$ cat config.mk
export PLATFORM = sky130hd
export DESIGN_NAME = weight_fetch_seq
export DESIGN_NICKNAME = d
export VERILOG_FILES = /design/src/rtl/weight_fetch_seq.sv
export SDC_FILE = /design/constraint.sdc
export NUM_CORES = 1
export LEC_CHECK = 0
export BUFFER_PORTS_ARGS = -buffer_cell sky130_fd_sc_hd__buf_4
export CORE_ASPECT_RATIO = 0.5
export CORE_MARGIN = 1
export CORE_UTILIZATION = 55
export CTS_CLUSTER_DIAMETER = 200
export DETAILED_ROUTE_END_ITERATION = 10
export PLACE_DENSITY = 0.85
export RECOVER_POWER = 100
export SYNTH_ARGS = -nofsm -noshare
export SYNTH_HDL_FRONTEND = slang
export SYNTH_SLANG_ARGS = --single-unit
$ cat constraint.sdc
create_clock -name clk -period 5.3 [get_ports clk]
set_clock_uncertainty 0.05 [all_clocks]
set_input_delay 0.53 -clock clk [delete_from_list [all_inputs] [get_ports clk]]
set_output_delay 0.53 -clock clk [all_outputs]
set_load 0.01 [all_outputs]
$ cat src/rtl/weight_fetch_seq.sv
// ---------------------------------------------------------------------------
// weight_fetch_seq
//   Read-side sequencer for a combinational weight ROM. A run of `count`
//   words starting at `base_addr` is streamed through a one-entry valid/ready
//   output register into the MAC datapath. The sequencer fetches one word per
//   cycle while the consumer keeps accepting, and holds everything steady when
//   the consumer applies backpressure. ROM addresses wrap modulo DEPTH.
//
// Ports
//   clk        rising-edge clock
//   resetn     asynchronous active-low reset
//   start      begin a run (only looked at while idle)
//   abort      synchronous cancel of the active run, no done pulse
//   base_addr  first ROM address of the run, captured on start
//   count      number of words in the run, captured on start (0 = empty run)
//   mem_addr   registered ROM address
//   mem_data   ROM word for mem_addr, valid in the same cycle
//   out_data   weight word to the consumer
//   out_valid  out_data holds a word
//   out_ready  consumer accepts when out_valid && out_ready
//   out_last   marks the final word of the run
//   busy       high whenever not idle
//   done       one-cycle pulse when a run completes normally
// ---------------------------------------------------------------------------
module weight_fetch_seq #(
    parameter int ADDR_W = 16,
    parameter int DATA_W = 32,
    parameter int DEPTH  = 50176
) (
    input  logic              clk,
    input  logic              resetn,
    input  logic              start,
    input  logic              abort,
    input  logic [ADDR_W-1:0] base_addr,
    input  logic [ADDR_W-1:0] count,
    output logic [ADDR_W-1:0] mem_addr,
    input  logic [DATA_W-1:0] mem_data,
    output logic [DATA_W-1:0] out_data,
    output logic              out_valid,
    input  logic              out_ready,
    output logic              out_last,
    output logic              busy,
    output logic              done
);

    localparam logic [1:0] IDLE  = 2'd0;
    localparam logic [1:0] FETCH = 2'd1;
    localparam logic [1:0] DRAIN = 2'd2;

    localparam logic [ADDR_W-1:0] LAST_ADDR = ADDR_W'(DEPTH - 1);
    localparam logic [ADDR_W-1:0] ONE       = ADDR_W'(1);

    logic [1:0]        state;
    logic [ADDR_W-1:0] remaining;
    logic              load;
    logic              accept;
    logic              start_ok;
    logic [ADDR_W-1:0] next_addr;

    // The output register can take a new word when it is empty or when its
    // current word is leaving in this same cycle.
    assign load   = (state == FETCH) && (!out_valid || out_ready);
    assign accept = out_valid && out_ready;

    // A start arriving in the cycle that done is shown is not taken, so done
    // and an accepted start never coincide.
    assign start_ok = start && !done;

    assign next_addr = (mem_addr == LAST_ADDR) ? '0 : mem_addr + ONE;

    assign busy = (state != IDLE);

    // NOTE: every register in this block is assigned with <= so all of them
    // update together on the edge; blocking = here would let later lines see
    // half-updated state and create simulation/synthesis mismatches.
    always_ff @(posedge clk or negedge resetn) begin
        if (!resetn) begin
            state     <= IDLE;
            mem_addr  <= '0;
            out_data  <= '0;
            out_valid <= 1'b0;
            out_last  <= 1'b0;
            remaining <= '0;
            done      <= 1'b0;
        end else begin
            // NOTE: done defaults low each cycle so it can only ever be a
            // single-cycle pulse; the branches below only ever raise it.
            done <= 1'b0;

            if (abort) begin
                // mem_addr and out_data deliberately keep their last values.
                state     <= IDLE;
                out_valid <= 1'b0;
                out_last  <= 1'b0;
                remaining <= '0;
            end else begin
                case (state)
                    IDLE: begin
                        if (start_ok) begin
                            mem_addr  <= base_addr;
                            remaining <= count;
                            if (count != '0) begin
                                state <= FETCH;
                            end else begin
                                done <= 1'b1;
                            end
                        end
                    end

                    FETCH: begin
                        if (load) begin
                            out_data  <= mem_data;
                            out_valid <= 1'b1;
                            out_last  <= (remaining == ONE);
                            remaining <= remaining - ONE;
                            mem_addr  <= next_addr;
                            if (remaining == ONE) begin
                                state <= DRAIN;
                            end
                        end else if (accept) begin
                            out_valid <= 1'b0;
                        end
                    end

                    DRAIN: begin
                        // Final word is held until the consumer takes it.
                        if (accept) begin
                            out_valid <= 1'b0;
                            out_last  <= 1'b0;
                            done      <= 1'b1;
                            state     <= IDLE;
                        end
                    end

                    default: begin
                        state <= IDLE;
                    end
                endcase
            end
        end
    end

endmodule

# Word level (Yosys, flattened, before mapping)
# Cells that the tools add are included.
[word_totals]
word_cells = 66
in_bits = 69
reg_bits = 69
output_inout_bits = 52
[op_classes]
eq_ne = 11
mux = 28
n_reduce_logical = 17
n_bitwise = 1
add_sub_neg = 2
[ops]
columns = ["operator", "count"]
rows = [
  ["16-bit two-way mux", 6],
  ["16-bit one-hot mux with 2 select lines", 2],
  ["16-bit by 1-bit adder with 16-bit output, second input constant", 1],
  ["16-bit by 1-bit equality test with 1-bit output, second input constant", 1],
  ["16-bit equality test, second input constant", 1],
  ["16-bit nonzero test", 1],
  ["16-bit by 1-bit subtractor with 16-bit output, second input constant", 1],
  ["2-bit two-way mux", 6],
  ["3-bit inequality test, second input constant", 4],
  ["1-bit two-way mux", 10],
  ["3-bit AND reduction", 3],
  ["1-bit one-hot mux with 2 select lines", 3],
  ["2-bit one-hot mux with 3 select lines", 1],
  ["3-bit nonzero test", 2],
  ["5-bit AND reduction", 1],
  ["2-bit inequality test, second input constant", 2],
  ["4-bit AND reduction", 1],
  ["2-bit nonzero test", 2],
  ["1-bit logical AND", 3],
  ["3-bit by 2-bit inequality test with 1-bit output, second input constant", 1],
  ["2-bit by 1-bit equality test with 1-bit output, second input constant", 1],
  ["2-bit equality test, second input constant", 1],
  ["1-bit zero test", 2],
  ["2-bit zero test", 1],
  ["other kinds (2)", 2],
]

# Logic depth before layout (Yosys ltp)
[depth]
ltp_word = 6
depth_mapped = 7
mapped_depth_nobuf = 6

# Worst setup path before layout
# OpenSTA, ideal clock, no wires.
[synth_path]
kind = "reg-to-reg"
from = "reg remaining[0]"
to = "reg remaining[8]"
path_buffers = 0
path_stages_with_launch = 7
path_slack_ns = 3.399
arrival_ns = 1.722
setup_ns = 0.129
period_less_slack_ns = 1.901
t_required_ns = 5.121
path_cell_list = "dfrtp_1 -> inv_1 -> ha_1 -> or3b_1 -> or4_1 -> a21oi_1 -> o32ai_1"
[synth_via]
elab_chain_cells = 4
[synth_rtl]
columns = ["element", "line", "source"]
rows = [
  ["start: declaration", "54", "logic [ADDR_W-1:0] remaining;"],
  ["start signal: assignment", "101", "remaining <= count;"],
  ["start signal: assignment", "115", "remaining <= remaining - ONE;"],
  ["16-bit by 1-bit subtractor with 16-bit output", "115", ""],
  ["16-bit two-way mux", "111", "if (load) begin"],
  ["16-bit one-hot mux with 2 select lines", "97", "case (state)"],
  ["16-bit two-way mux", "90", "if (abort) begin"],
]
# Every way passes these cells. The select of a mux whose other input is x is not followed.
# A chain may end at the register's enable or synchronous reset.

# Worst setup path after layout
[layout_path]
from = "reg state[1]"
to = "reg remaining[4]"
[layout_via]
elab_chain_cells = 4
elab_cells_between_ends = 9
cone_classes = "eq/ne: 3; mux: 2; reduce/logical: 4"
[layout_rtl]
columns = ["element", "line", "source"]
rows = [
  ["start: declaration", "53", "logic [1:0] state;"],
  ["start signal: assignment", "78", "state <= IDLE;"],
  ["start signal: assignment", "92", "state <= IDLE;"],
  ["start signal: assignment", "103", "state <= FETCH;"],
  ["2-bit by 1-bit equality test with 1-bit output", "62, 97", ""],
  ["1-bit logical AND", "62", "assign load = (state == FETCH) && (!out_valid || out_ready);"],
  ["3-bit inequality test (no line)", "--", ""],
  ["3-bit AND reduction (no line)", "--", ""],
]
# Several ways; a longest one is shown, not always the timed one.

==> flow_metrics.tcl <==
set metrics [dict create \
    status "finished, violations left" \
    violations "max-capacitance violations, max-slew violations" \
    reg2reg_from "state[1]" \
    fillers 562 \
    critPathMaxStageDelay_ps 1510 \
    postLayoutSetupSlackWorst_ps 1840 \
    post-route-min-period_ps 3460 \
    ys_seq_elements 69 \
    criticalPathCategory "reg2reg" \
    placed_area_sq_mm 0.00477 \
    path_max_fanout 48 \
    grt_pass1_vias 3259 \
    remaining_drc_errors 0 \
    yosysSeqAreaShare_pct 44.2 \
    wl_per_cell_um 17.3 \
    dr.pass1.iters 5 \
    syn_avg_cell_area_sq_um 10.1 \
    fmax_ghz 0.289 \
    fin_util_pct 72.4 \
    grt_antenna_before_repair 0 \
    h-tree-depth 3 \
    startpoint "state[1]" \
    cts_buffers 9 \
    drtIter0Drc 412 \
    p_leak_uw 0.00203 \
    pre_cts_slack_ps 2910 \
    ctsResizeCount 0 \
    antenna_cells 0 \
    fp.coreArea_sq_mm 0.00678 \
    post-route-period-util_pct 65.3 \
    crit_required_ps 5450 \
    synth_top_area_share_pct 44.2 \
    postCtsHoldBufs 0 \
    gp_congestion 0.904 \
    critPathBufInv 1 \
    worstPathArrival_ps 3610 \
    ioPinCount 121 \
    maxSlewViolCount 82 \
    rsz0062_at_grt "no" \
    synth_top_area_cell "dfrtp_1" \
    internal_power_uw 1370 \
    drive_gt1_share_pct 19.0 \
    reg2reg_depth 5 \
    power.share.combinational_pct 28.8 \
    dpl.hpwl_mm 6.89 \
    finalSetupViolations 0 \
    nNetsFinal 564 \
    vias 3656 \
    seq_power_share_pct 38.7 \
    synth_common_cells "dfrtp_1 (69), mux2_1 (32), a21oi_1 (28)" \
    yosysWarnings 0 \
    yosysUniqueCellTypes 62 \
    swShare_pct 34.0 \
    clock-root-buffer "clkbuf_16" \
    end_kind "flop" \
    postLayoutCellArea_sq_mm 0.00490 \
    synthFlopType "dfrtp_1" \
    whs_ps 263 \
    cap_viol_max_count 2 \
    synthArstFlopShare_pct 100 \
    netlist_top_cells_area "dfrtp_1 (44%), mux2_1 (9.2%), a21oi_1 (3.6%)" \
    cts_setup_buffers 0 \
    io_buffer_count 120 \
    crit_path_start_kind "flop" \
    cp_top_family "buffers and inverters" \
    yosysMostFrequentCell "dfrtp_1" \
    cts_tree "yes" \
    ir_drop_v 0.000222 \
    fp.dieW_um 121 \
    start_util_pct 57.6 \
    clk_path_buf_depth 2 \
    dieArea_sq_mm 0.00747 \
    finalSetupTns_ps 0 \
    grt_pass1_wl_mm 15.9 \
    drt-total-wl_mm 10.2 \
    clk_pin_slew_ps 60 \
    crit_cells 5 \
    power.density_mw_per_mm2 424 \
    finalHoldViolations 0 \
    fp.dieH_um 61.6 \
    area_growth_pct 25.5 \
    grt_start_max_net_pins 70 \
    overflow 0 \
    timing.slew.headroom_pct -39.7 \
    cp_slowest_cell "clkbuf_1" \
    hold_path_class "in2async" \
    crit_chain "nand2b_1 -> clkbuf_1 -> o21ai_0 -> a21oi_1 -> nor3_1" \
    grt.total_usage_pct 27.9 \
    synth_edf_count 0 \
    cts.sinks 69 \
    rows 21 \
    via_per_inst 6.22 \
    tightestPinTransition_ps 2100 \
    p_clk_share_pct 32.5 \
    synth_cells 386 \
    synth_area_sq_mm 0.00391 \
    ant_nets 0 \
    syn_nets 458 \
    clk_latency_ps 330 \
    switchingPower_uw 708 \
]
==> power by group through the flow <==
stage / combinational [uW] / sequential [uW] / clock, uW
after floorplan: 337 / 840 / 0
after global placement: 682 / 797 / 0
after detailed placement: 691 / 810 / 0
after CTS: 695 / 805 / 684
after global routing: 658 / 827 / 714
final: 599 / 804 / 675
==> logic make-up (layout without fill, tap and decap cells) <==
logic type | count (synthesis) | in the layout | synth area share, %
flops | 69 | 69 | 44.2
fa+ha+maj | 3 | 3 | 0.961
simple gates | 132 | 132 | 20.2
mux | 33 | 33 | 9.51
compound gates | 112 | 112 | 19.8
buf+inv | 37 | 147 | 5.28
==> path summary, 6_finish.rpt <==
path	end	slack (ps)
worst min register to register	out_data[8]	440
worst min-delay path	out_data[0]	260
min in group clk	out_data[12]	360
worst max-delay path	remaining[4]	1840
max in group asynchronous	mem_addr[5]	4380
worst max register to register	remaining[4]	1840
==> layer usage <==
| metal | GRT usage, % | vias to the layer above | wire, um |
|---|---|---|---|
| met1 | 36.8 | 1742 | 4390 |
| met4 | 10.1 | 0 | 165 |
| met5 | 0 | - | 0 |
| met3 | 7.22 | 21 | 892 |
| li1 | - | 1699 | - |
| met2 | 45.9 | 194 | 4730 |
==> cell usage in the layout, fill, tap and decap left out, types with 3 or more instances in the layout <==
| cell | netlist | routed |
|---|---|---|
| nor2b_1 | 6 | 6 |
| nor4_1 | 6 | 6 |
| a21o_1 | 3 | 3 |
| nand4_1 | 11 | 11 |
| a22oi_1 | 4 | 4 |
| clkbuf_16 | 0 | 9 |
| nand2_1 | 20 | 20 |
| clkbuf_1 | 12 | 54 |
| or3_1 | 4 | 4 |
| nor3_1 | 10 | 10 |
| nor3b_1 | 4 | 4 |
| o21ai_1 | 14 | 7 |
| o2111ai_1 | 7 | 7 |
| o41ai_1 | 3 | 3 |
| or4_1 | 4 | 4 |
| nand3_1 | 12 | 12 |
| o32ai_1 | 4 | 4 |
| and4_1 | 3 | 3 |
| inv_1 | 9 | 9 |
| mux2_1 | 32 | 32 |
| nor4b_1 | 6 | 6 |
| nand3b_1 | 5 | 5 |
| a22o_1 | 3 | 3 |
| o21ai_0 | 5 | 13 |
| a32oi_1 | 5 | 5 |
| a31oi_1 | 3 | 3 |
| a21oi_1 | 28 | 28 |
| bufinv_16 | 0 | 3 |
| nor2_1 | 17 | 17 |
| buf_4 | 1 | 68 |
| o211ai_1 | 14 | 14 |
| or2_2 | 3 | 3 |
| dfrtp_1 | 69 | 69 |
| ha_1 | 3 | 3 |
| a211oi_1 | 4 | 4 |
| and2_1 | 6 | 6 |
| and3_1 | 6 | 6 |
==> worst reg2reg max path: cells and delay by family (launching register included) <==
kind            cells  cell delay, ps
compound gates      2            1040
buf+inv             1            1510
flops               1             500
simple gates        2             240
==> sequential cells by signal, summed over array words and instances, names as in the netlist <==
signal,flops
out_data,32
remaining,16
out_valid,1
done,1
state,2
mem_addr,16
out_last,1
==> layout make-up <==
type	instances	area (sq um)	area share, %
flip-flops and latches	69	1730	35.2
inverters	9	33.8	0.689
well taps	92	115	2.35
repair buffers	123	721	14.7
clock buffers	9	225	4.59
multi-input cells	280	1970	40.2
clock inverters	6	113	2.30
==> through the flow <==
step	instances	power (uW)
6_report	588	2080
5_1_grt	588	2200
4_1_cts	588	2180
3_5_place_dp	573	1500
3_3_place_gp	573	1480
2_1_floorplan	386	1180
Note: power is estimated with default switching activity, not from simulation.
